===== src/rtl/muu_resp_serializer_if.sv =====
// -----------------------------------------------------------------------------
// muu_resp_serializer_if
// Stream bundle for the MUU response serializer.
//   Ingress (512-bit beat + meta): input_data, input_user, input_valid,
//                                  input_last, input_ready
//   Egress  (64-bit words)       : output_data, output_meta, output_user,
//                                  output_valid, output_last, output_ready
// Handshake: a transfer happens on a rising edge where valid && ready. The
// source holds valid and its payload steady until that transfer; ready may
// change freely and may depend combinationally on the opposite side's ready.
// modport slave  : the serializer's view.
// modport master : the view of the surrounding logic (source + sink).
// -----------------------------------------------------------------------------
interface muu_resp_serializer_if #(
  parameter int META_WIDTH = 96
);
  logic [META_WIDTH+511:0] input_data;
  logic [7:0]              input_user;
  logic                    input_valid;
  logic                    input_last;
  logic                    input_ready;

  logic [63:0]             output_data;
  logic [META_WIDTH-1:0]   output_meta;
  logic [7:0]              output_user;
  logic                    output_valid;
  logic                    output_last;
  logic                    output_ready;

  modport slave (
    input  input_data, input_user, input_valid, input_last,
    output input_ready,
    output output_data, output_meta, output_user, output_valid, output_last,
    input  output_ready
  );

  modport master (
    output input_data, input_user, input_valid, input_last,
    input  input_ready,
    input  output_data, output_meta, output_user, output_valid, output_last,
    output output_ready
  );
endinterface


===== src/rtl/muu_resp_serializer.sv =====
// -----------------------------------------------------------------------------
// muu_resp_serializer
// Serializes 512-bit response beats from the value-get stage onto a 64-bit
// egress stream. Header beats emit their two meaningful words; value beats
// emit min(8, remaining length) words. Response boundaries are tracked from
// the header length field only; input_last is carried per beat untouched.
//
// Ports:
//   clk            in   single clock, rising edge
//   rst            in   asynchronous, active-high reset
//   io             slave stream bundle (see muu_resp_serializer_if)
//   stat_responses out  completed responses, counted when the final word of
//                       the closing beat is handed off; wraps at 2^32
//   o_dbg_state    out  framing state (0 = expecting header, 1 = in body)
// -----------------------------------------------------------------------------
module muu_resp_serializer #(
  parameter int META_WIDTH = 96,
  parameter int LEN_BITS   = 10
) (
  input  logic                  clk,
  input  logic                  rst,
  muu_resp_serializer_if.slave  io,
  output logic [31:0]           stat_responses,
  output logic                  o_dbg_state
);

  typedef enum logic {
    ST_HEAD = 1'b0,
    ST_BODY = 1'b1
  } state_t;

  state_t r_state;
  state_t w_state_next;

  // Beat buffer
  logic [511:0]            r_buf_word;
  logic [META_WIDTH-1:0]   r_buf_meta;
  logic [7:0]              r_buf_user;
  logic                    r_buf_last;
  logic                    r_buf_end;    // beat closes a response
  logic                    r_buf_valid;
  logic [2:0]              r_idx;
  logic [3:0]              r_cnt;
  logic [LEN_BITS-1:0]     r_rem;
  logic                    r_rdy_en;     // holds input_ready low through reset
  logic [31:0]             r_stat;

  logic                    w_last_word;
  logic                    w_out_fire;
  logic                    w_accept;
  logic                    w_input_ready;
  logic [LEN_BITS-1:0]     w_hdr_len;
  logic [3:0]              w_body_cnt;
  logic [LEN_BITS-1:0]     w_body_rem_next;
  logic [3:0]              w_load_cnt;
  logic                    w_load_end;
  logic [LEN_BITS-1:0]     w_rem_load;

  assign w_hdr_len   = io.input_data[32 +: LEN_BITS];
  assign w_last_word = ({1'b0, r_idx} == (r_cnt - 4'd1));
  assign w_out_fire  = r_buf_valid && io.output_ready;
  assign w_accept    = io.input_valid && w_input_ready;

  // Value-beat word count and the remaining length after this beat.
  always_comb begin
    w_body_cnt = 4'd8;
    if (r_rem == '0) begin
      // Cannot occur for well-formed traffic; one word keeps the beat finite.
      w_body_cnt = 4'd1;
    end else if (r_rem < LEN_BITS'(8)) begin
      w_body_cnt = r_rem[3:0];
    end
  end

  assign w_body_rem_next = (r_rem > LEN_BITS'(w_body_cnt))
                         ? (r_rem - LEN_BITS'(w_body_cnt)) : '0;

  // ---------------------------------------------------------------------------
  // Framing FSM: state register
  // ---------------------------------------------------------------------------
  always_ff @(posedge clk or posedge rst) begin
    if (rst) begin
      r_state <= ST_HEAD;
    end else begin
      r_state <= w_state_next;
    end
  end

  // Framing FSM: next state, evaluated at beat acceptance
  always_comb begin
    w_state_next = r_state;
    if (w_accept) begin
      case (r_state)
        ST_HEAD: if (w_hdr_len != '0)       w_state_next = ST_BODY;
        ST_BODY: if (w_body_rem_next == '0) w_state_next = ST_HEAD;
        default: w_state_next = ST_HEAD;
      endcase
    end
  end

  // Framing FSM: outputs (load values for the beat buffer, ingress ready)
  always_comb begin
    w_load_cnt    = 4'd2;
    w_load_end    = (w_hdr_len == '0);
    w_rem_load    = w_hdr_len;
    if (r_state == ST_BODY) begin
      w_load_cnt  = w_body_cnt;
      w_load_end  = (w_body_rem_next == '0);
      w_rem_load  = w_body_rem_next;
    end
    // Accept a new beat when empty, or in the cycle the final word leaves,
    // so back-to-back beats have no bubble.
    w_input_ready = r_rdy_en && (!r_buf_valid || (w_out_fire && w_last_word));
  end

  // ---------------------------------------------------------------------------
  // Beat buffer, word index, remaining length and statistics
  // ---------------------------------------------------------------------------
  always_ff @(posedge clk or posedge rst) begin
    if (rst) begin
      r_buf_word  <= '0;
      r_buf_meta  <= '0;
      r_buf_user  <= '0;
      r_buf_last  <= 1'b0;
      r_buf_end   <= 1'b0;
      r_buf_valid <= 1'b0;
      r_idx       <= '0;
      r_cnt       <= '0;
      r_rem       <= '0;
      r_rdy_en    <= 1'b0;
      r_stat      <= '0;
    end else begin
      r_rdy_en <= 1'b1;
      if (w_accept) begin
        r_buf_word  <= io.input_data[511:0];
        r_buf_meta  <= io.input_data[META_WIDTH+511:512];
        r_buf_user  <= io.input_user;
        r_buf_last  <= io.input_last;
        r_buf_end   <= w_load_end;
        r_buf_valid <= 1'b1;
        r_idx       <= '0;
        r_cnt       <= w_load_cnt;
        r_rem       <= w_rem_load;
      end else if (w_out_fire) begin
        if (w_last_word) begin
          r_buf_valid <= 1'b0;
          r_idx       <= '0;
        end else begin
          r_idx       <= r_idx + 3'd1;
        end
      end
      // The count lags acceptance: it moves when the closing word leaves.
      if (w_out_fire && w_last_word && r_buf_end) begin
        r_stat <= r_stat + 32'd1;
      end
    end
  end

  assign io.input_ready  = w_input_ready;
  assign io.output_data  = r_buf_word[{r_idx, 6'd0} +: 64];
  assign io.output_meta  = r_buf_meta;
  assign io.output_user  = r_buf_user;
  assign io.output_valid = r_buf_valid;
  assign io.output_last  = r_buf_last && w_last_word;
  assign stat_responses  = r_stat;
  assign o_dbg_state     = r_state;

endmodule


===== src/flat_wrapper.sv =====
// flat-port wrapper written by rule: the top's interface ports become plain ports
module muu_resp_serializer_flat 
#(
  parameter int META_WIDTH = 96,
  parameter int LEN_BITS   = 10
)
  (clk, rst, stat_responses, o_dbg_state, io_input_data, io_input_user, io_input_valid, io_input_last, io_input_ready, io_output_data, io_output_meta, io_output_user, io_output_valid, io_output_last, io_output_ready);
  muu_resp_serializer_if #(.META_WIDTH(META_WIDTH)) io_i ();
  input  logic clk;
  input  logic rst;
  output logic [31:0] stat_responses;
  output logic o_dbg_state;
  input wire logic [$bits(io_i.input_data)-1:0] io_input_data;
  input wire logic [$bits(io_i.input_user)-1:0] io_input_user;
  input wire logic [$bits(io_i.input_valid)-1:0] io_input_valid;
  input wire logic [$bits(io_i.input_last)-1:0] io_input_last;
  output wire logic [$bits(io_i.input_ready)-1:0] io_input_ready;
  output wire logic [$bits(io_i.output_data)-1:0] io_output_data;
  output wire logic [$bits(io_i.output_meta)-1:0] io_output_meta;
  output wire logic [$bits(io_i.output_user)-1:0] io_output_user;
  output wire logic [$bits(io_i.output_valid)-1:0] io_output_valid;
  output wire logic [$bits(io_i.output_last)-1:0] io_output_last;
  input wire logic [$bits(io_i.output_ready)-1:0] io_output_ready;
  assign io_i.input_data = io_input_data;
  assign io_i.input_user = io_input_user;
  assign io_i.input_valid = io_input_valid;
  assign io_i.input_last = io_input_last;
  assign io_input_ready = io_i.input_ready;
  assign io_output_data = io_i.output_data;
  assign io_output_meta = io_i.output_meta;
  assign io_output_user = io_i.output_user;
  assign io_output_valid = io_i.output_valid;
  assign io_output_last = io_i.output_last;
  assign io_i.output_ready = io_output_ready;
  muu_resp_serializer #(.META_WIDTH(META_WIDTH), .LEN_BITS(LEN_BITS)) u_core (.clk(clk), .rst(rst), .io(io_i), .stat_responses(stat_responses), .o_dbg_state(o_dbg_state));
endmodule

===== config.mk =====
export PLATFORM = sky130hd
export DESIGN_NAME = muu_resp_serializer_flat
export DESIGN_NICKNAME = d
export VERILOG_FILES = /design/src/rtl/muu_resp_serializer_if.sv /design/src/rtl/muu_resp_serializer.sv /design/src/flat_wrapper.sv
export SDC_FILE = /design/constraint.sdc
export NUM_CORES = 2
export LEC_CHECK = 0
export CAP_MARGIN = 10
export CELL_PAD_IN_SITES_DETAIL_PLACEMENT = 1
export CELL_PAD_IN_SITES_GLOBAL_PLACEMENT = 1
export CORE_AREA = 4 4 321 323
export DETAILED_ROUTE_END_ITERATION = 6
export DIE_AREA = 0 0 325 327
export GPL_TIMING_DRIVEN = 1
export PLACE_DENSITY_LB_ADDON = 0.1
export REMOVE_ABC_BUFFERS = 1
export SYNTH_ARGS = -nofsm -noshare
export SYNTH_HDL_FRONTEND = slang
export SYNTH_SLANG_ARGS = --single-unit
export TNS_END_PERCENT = 5

===== constraint.sdc =====
create_clock -name clk -period 26.5 [get_ports clk]
set_input_delay 5.3 -clock clk [delete_from_list [all_inputs] [get_ports clk]]
set_output_delay 5.3 -clock clk [all_outputs]
set_load 0.005 [all_outputs]

==> results.sh <==
export IMPL_whs_ns=0.4667
export IMPL_finalHoldViolations=0
export IMPL_use_met3_pct=6.421
export IMPL_fillers=11290
export IMPL_p_per_area_nw_per_um2=108.5
export IMPL_drive_above_1_share_pct=9.086
export IMPL_crit_chain="clkdlybuf4s50_1 > inv_1 > o21ai_0 > and2_1 > clkdlybuf4s50_1"
export IMPL_htreeDepth=3
export IMPL_ys_flop_type="dfrtp_1"
export IMPL_drc=0
export IMPL_status="completed"
export IMPL_final_core_util_pct=41.97
export IMPL_clk_latency_ns=0.63
export IMPL_hold_buffers=0
export IMPL_gr_total_overflow=0
export IMPL_syn_avg_cell_area_um2=9.538
export IMPL_antenna_found_initial=65
export IMPL_cp_data_arrival_time_ns=6.99
export IMPL_ys_seq_area_share_pct=55.95
export IMPL_rsz0062_at_grt="false"
export IMPL_required_ns=21.20
export IMPL_grt_total_usage_pct=20.35
export IMPL_wl_um=109300
export IMPL_placedCellCount=5104
export IMPL_synth_edff_count=0
export IMPL_tritoncts="yes"
export IMPL_vias=24300
export IMPL_fin_crit_sh_pct=46.37
export IMPL_setup_worst_path_end_class="primary output"
export IMPL_postPlaceCellArea_um2=39080
export IMPL_fin_cells=5289
export IMPL_core_area_um2=99860
export IMPL_syn_inst=3142
export IMPL_antenna_left=0
export IMPL_ys_types=60
export IMPL_cap_violations=0
export IMPL_gr_usage_met2_pct=34.77
export IMPL_slew_headroom_pct=9.898
export IMPL_grt_busiest_layer="met2"
export IMPL_grt_pass1_vias=26320
export IMPL_via_per_inst=4.594
export IMPL_clockBufferDepth=3
export IMPL_yosysWarnings=0
export IMPL_areaGrowthSynthToFinish_pct=39.85
export IMPL_fin_area_um2=41910
export IMPL_syn_area_um2=29970
export IMPL_ctsResizeCount=0
export IMPL_setup_viol=0
export IMPL_start_util_pct=30.01
export IMPL_slowest_stage="clkdlybuf4s50_1"
export IMPL_synthArstFlopShare_pct=100.0
export IMPL_fin_tns_setup_ns=0
export IMPL_hold_path_class="reg -> reg"
export IMPL_clkTransAtPathRegs_ns=0.06
export IMPL_cts_setup_buffers=0
export IMPL_numCtsBuffers=83
export IMPL_worst_pin_slew_ns=1.352
export IMPL_slew_violations=0
export IMPL_finalClockSkew_ns=0.01756
export IMPL_gp_congestion=0.7644
export IMPL_leakage_uw=0.02001
export IMPL_period_minus_slack_ns=12.29
export IMPL_cp_common_cell="clkdlybuf4s50_1"
export IMPL_die_x_um=325
export IMPL_dp_hpwl_um=75220
export IMPL_dr_pass1_iters=5
export IMPL_critPathMaxStageDelay_ns=0.68
export IMPL_grt_max_degree=232
export IMPL_root_buffer="clkbuf_16"
export IMPL_row_count=116
export IMPL_cts_sinks=670
export IMPL_die_y_um=327
export IMPL_worstPathMaxFanout=8
export IMPL_num_io_pins=825
export IMPL_die_area_um2=106300
export IMPL_cp_start_kind="input port"
export IMPL_grt_pass1_wl_um=165600
export IMPL_crit_type="in -> out"
export IMPL_wl_per_cell_um=20.66
export IMPL_grt_use_met1_pct=23.45
export IMPL_drt_iter0_drc=1243
export IMPL_layout_nets=4520
export IMPL_port_buffers=824
export IMPL_fmax_mhz=81.39
export IMPL_ir_drop_mv=0.05237
export IMPL_synth_seq_cells=670
Yosys cell counts, types with 13 or more instances:
| cell | count | area share (%) |
|---|---|---|
| nand2_1 | 1885 | 24 |
| inv_1 | 15 | 0.19 |
| dfrtp_1 | 670 | 56 |
| mux4_2 | 128 | 9.6 |
| xor2_1 | 17 | 0.50 |
| clkbuf_1 | 26 | 0.33 |
| xnor2_1 | 19 | 0.56 |
| mux2_2 | 67 | 2.5 |
| buf_2 | 124 | 2.1 |
| nor2_1 | 23 | 0.29 |
| o21ai_0 | 13 | 0.22 |
| buf_6 | 23 | 0.86 |
state kept, by name (all words and copies together) (netlist names):
register,flops
u_core.io.output_user,8
u_core.r_rdy_en,1
u_core.io.output_meta,96
u_core.r_rem,10
u_core.r_buf_last,1
u_core.r_buf_word,512
u_core.r_buf_end,1
u_core.r_idx,3
u_core.r_cnt,4
u_core.io.output_valid,1
u_core.stat_responses,32
u_core.o_dbg_state,1
metrics by stage:
stage | total power, uW | setup WS, ns
global route | 4890 | 14.11
detailed placement | 3450 | 14.23
floorplan | 2834 | 2.420
global placement | 3412 | 14.21
finish | 4549 | 14.21
CTS | 4646 | 14.23
power breakdown:
part	leakage [uW]	switching, uW	internal [uW]	total (uW)
Sequential	0.00841	277	1460	1740
Clock	0.00136	456	691	1150
Combinational	0.0102	722	938	1660
Total	0.0200	1450	3090	4550
worst max-delay path: cells and delay by family:
family                 cells  cell delay, ns
buffers and inverters      3            1.29
AO/OA/AOI/OAI              1            0.22
AND/OR/NAND/NOR            1            0.19
cell families (layout without fill, tap and decap cells):
group | after synthesis | after routing | share of synthesized area, %
adder cells (fa/ha/maj) | 8 | 8 | 0.3590
buffers and inverters | 197 | 1006 | 3.628
multiplexers | 197 | 197 | 12.20
flip-flops | 670 | 670 | 55.95
other | 1 | 41 | 0.01251
XOR/XNOR | 36 | 36 | 1.052
AND/OR/NAND/NOR | 1976 | 1976 | 25.40
AO/OA/AOI/OAI | 57 | 57 | 1.403
placed cells by master, fill, tap and decap left out, types with 17 or more instances in the layout:
cell	count
nand2_1	1885
clkdlybuf4s50_1	824
dfrtp_1	667
mux4_2	128
clkbuf_16	87
mux2_2	67
diode_2	40
nor2_1	23
clkbuf_8	20
xnor2_1	19
xor2_1	17
clkbuf_1	17
buf_4	17
routing by layer:
layer  share of wire, %  vias to the layer above
met5               0.20                        -
met4                3.5                       32
met3                6.5                      184
met2                 51                      579
met1                 39                    11960
li1                   -                    11540
area by class of cell:
| type | instances | area, um^2 | area share (%) |
|---|---|---|---|
| antenna | 40 | 100.1 | 0.2388 |
| timing repair buffer | 846 | 8476 | 20.22 |
| clock buffer | 124 | 2516 | 6.004 |
| sequential | 670 | 16780 | 40.03 |
| clock inverter | 21 | 215.2 | 0.5135 |
| inverter | 15 | 63.81 | 0.1523 |
| multi-input combinational | 2275 | 12140 | 28.96 |
| tap | 1298 | 1624 | 3.875 |
final timing paths:
path	cells past startpoint	start	slack, ns	to
hold reg to reg	2	u_core.r_buf_word[425]	0.47	u_core.r_buf_word[425]
setup reg to reg	9	u_core.r_idx[2]	21.38	u_core.io.output_meta[54]
max in group asynchronous	5	rst	18.04	u_core.r_buf_word[4]
setup / recovery	5	io_output_ready	14.21	io_input_ready
hold / removal	2	u_core.r_buf_word[425]	0.47	u_core.r_buf_word[425]
min in group asynchronous	2	rst	5.19	u_core.io.output_meta[55]
No activity file was read; power rests on OpenSTA's default activity.
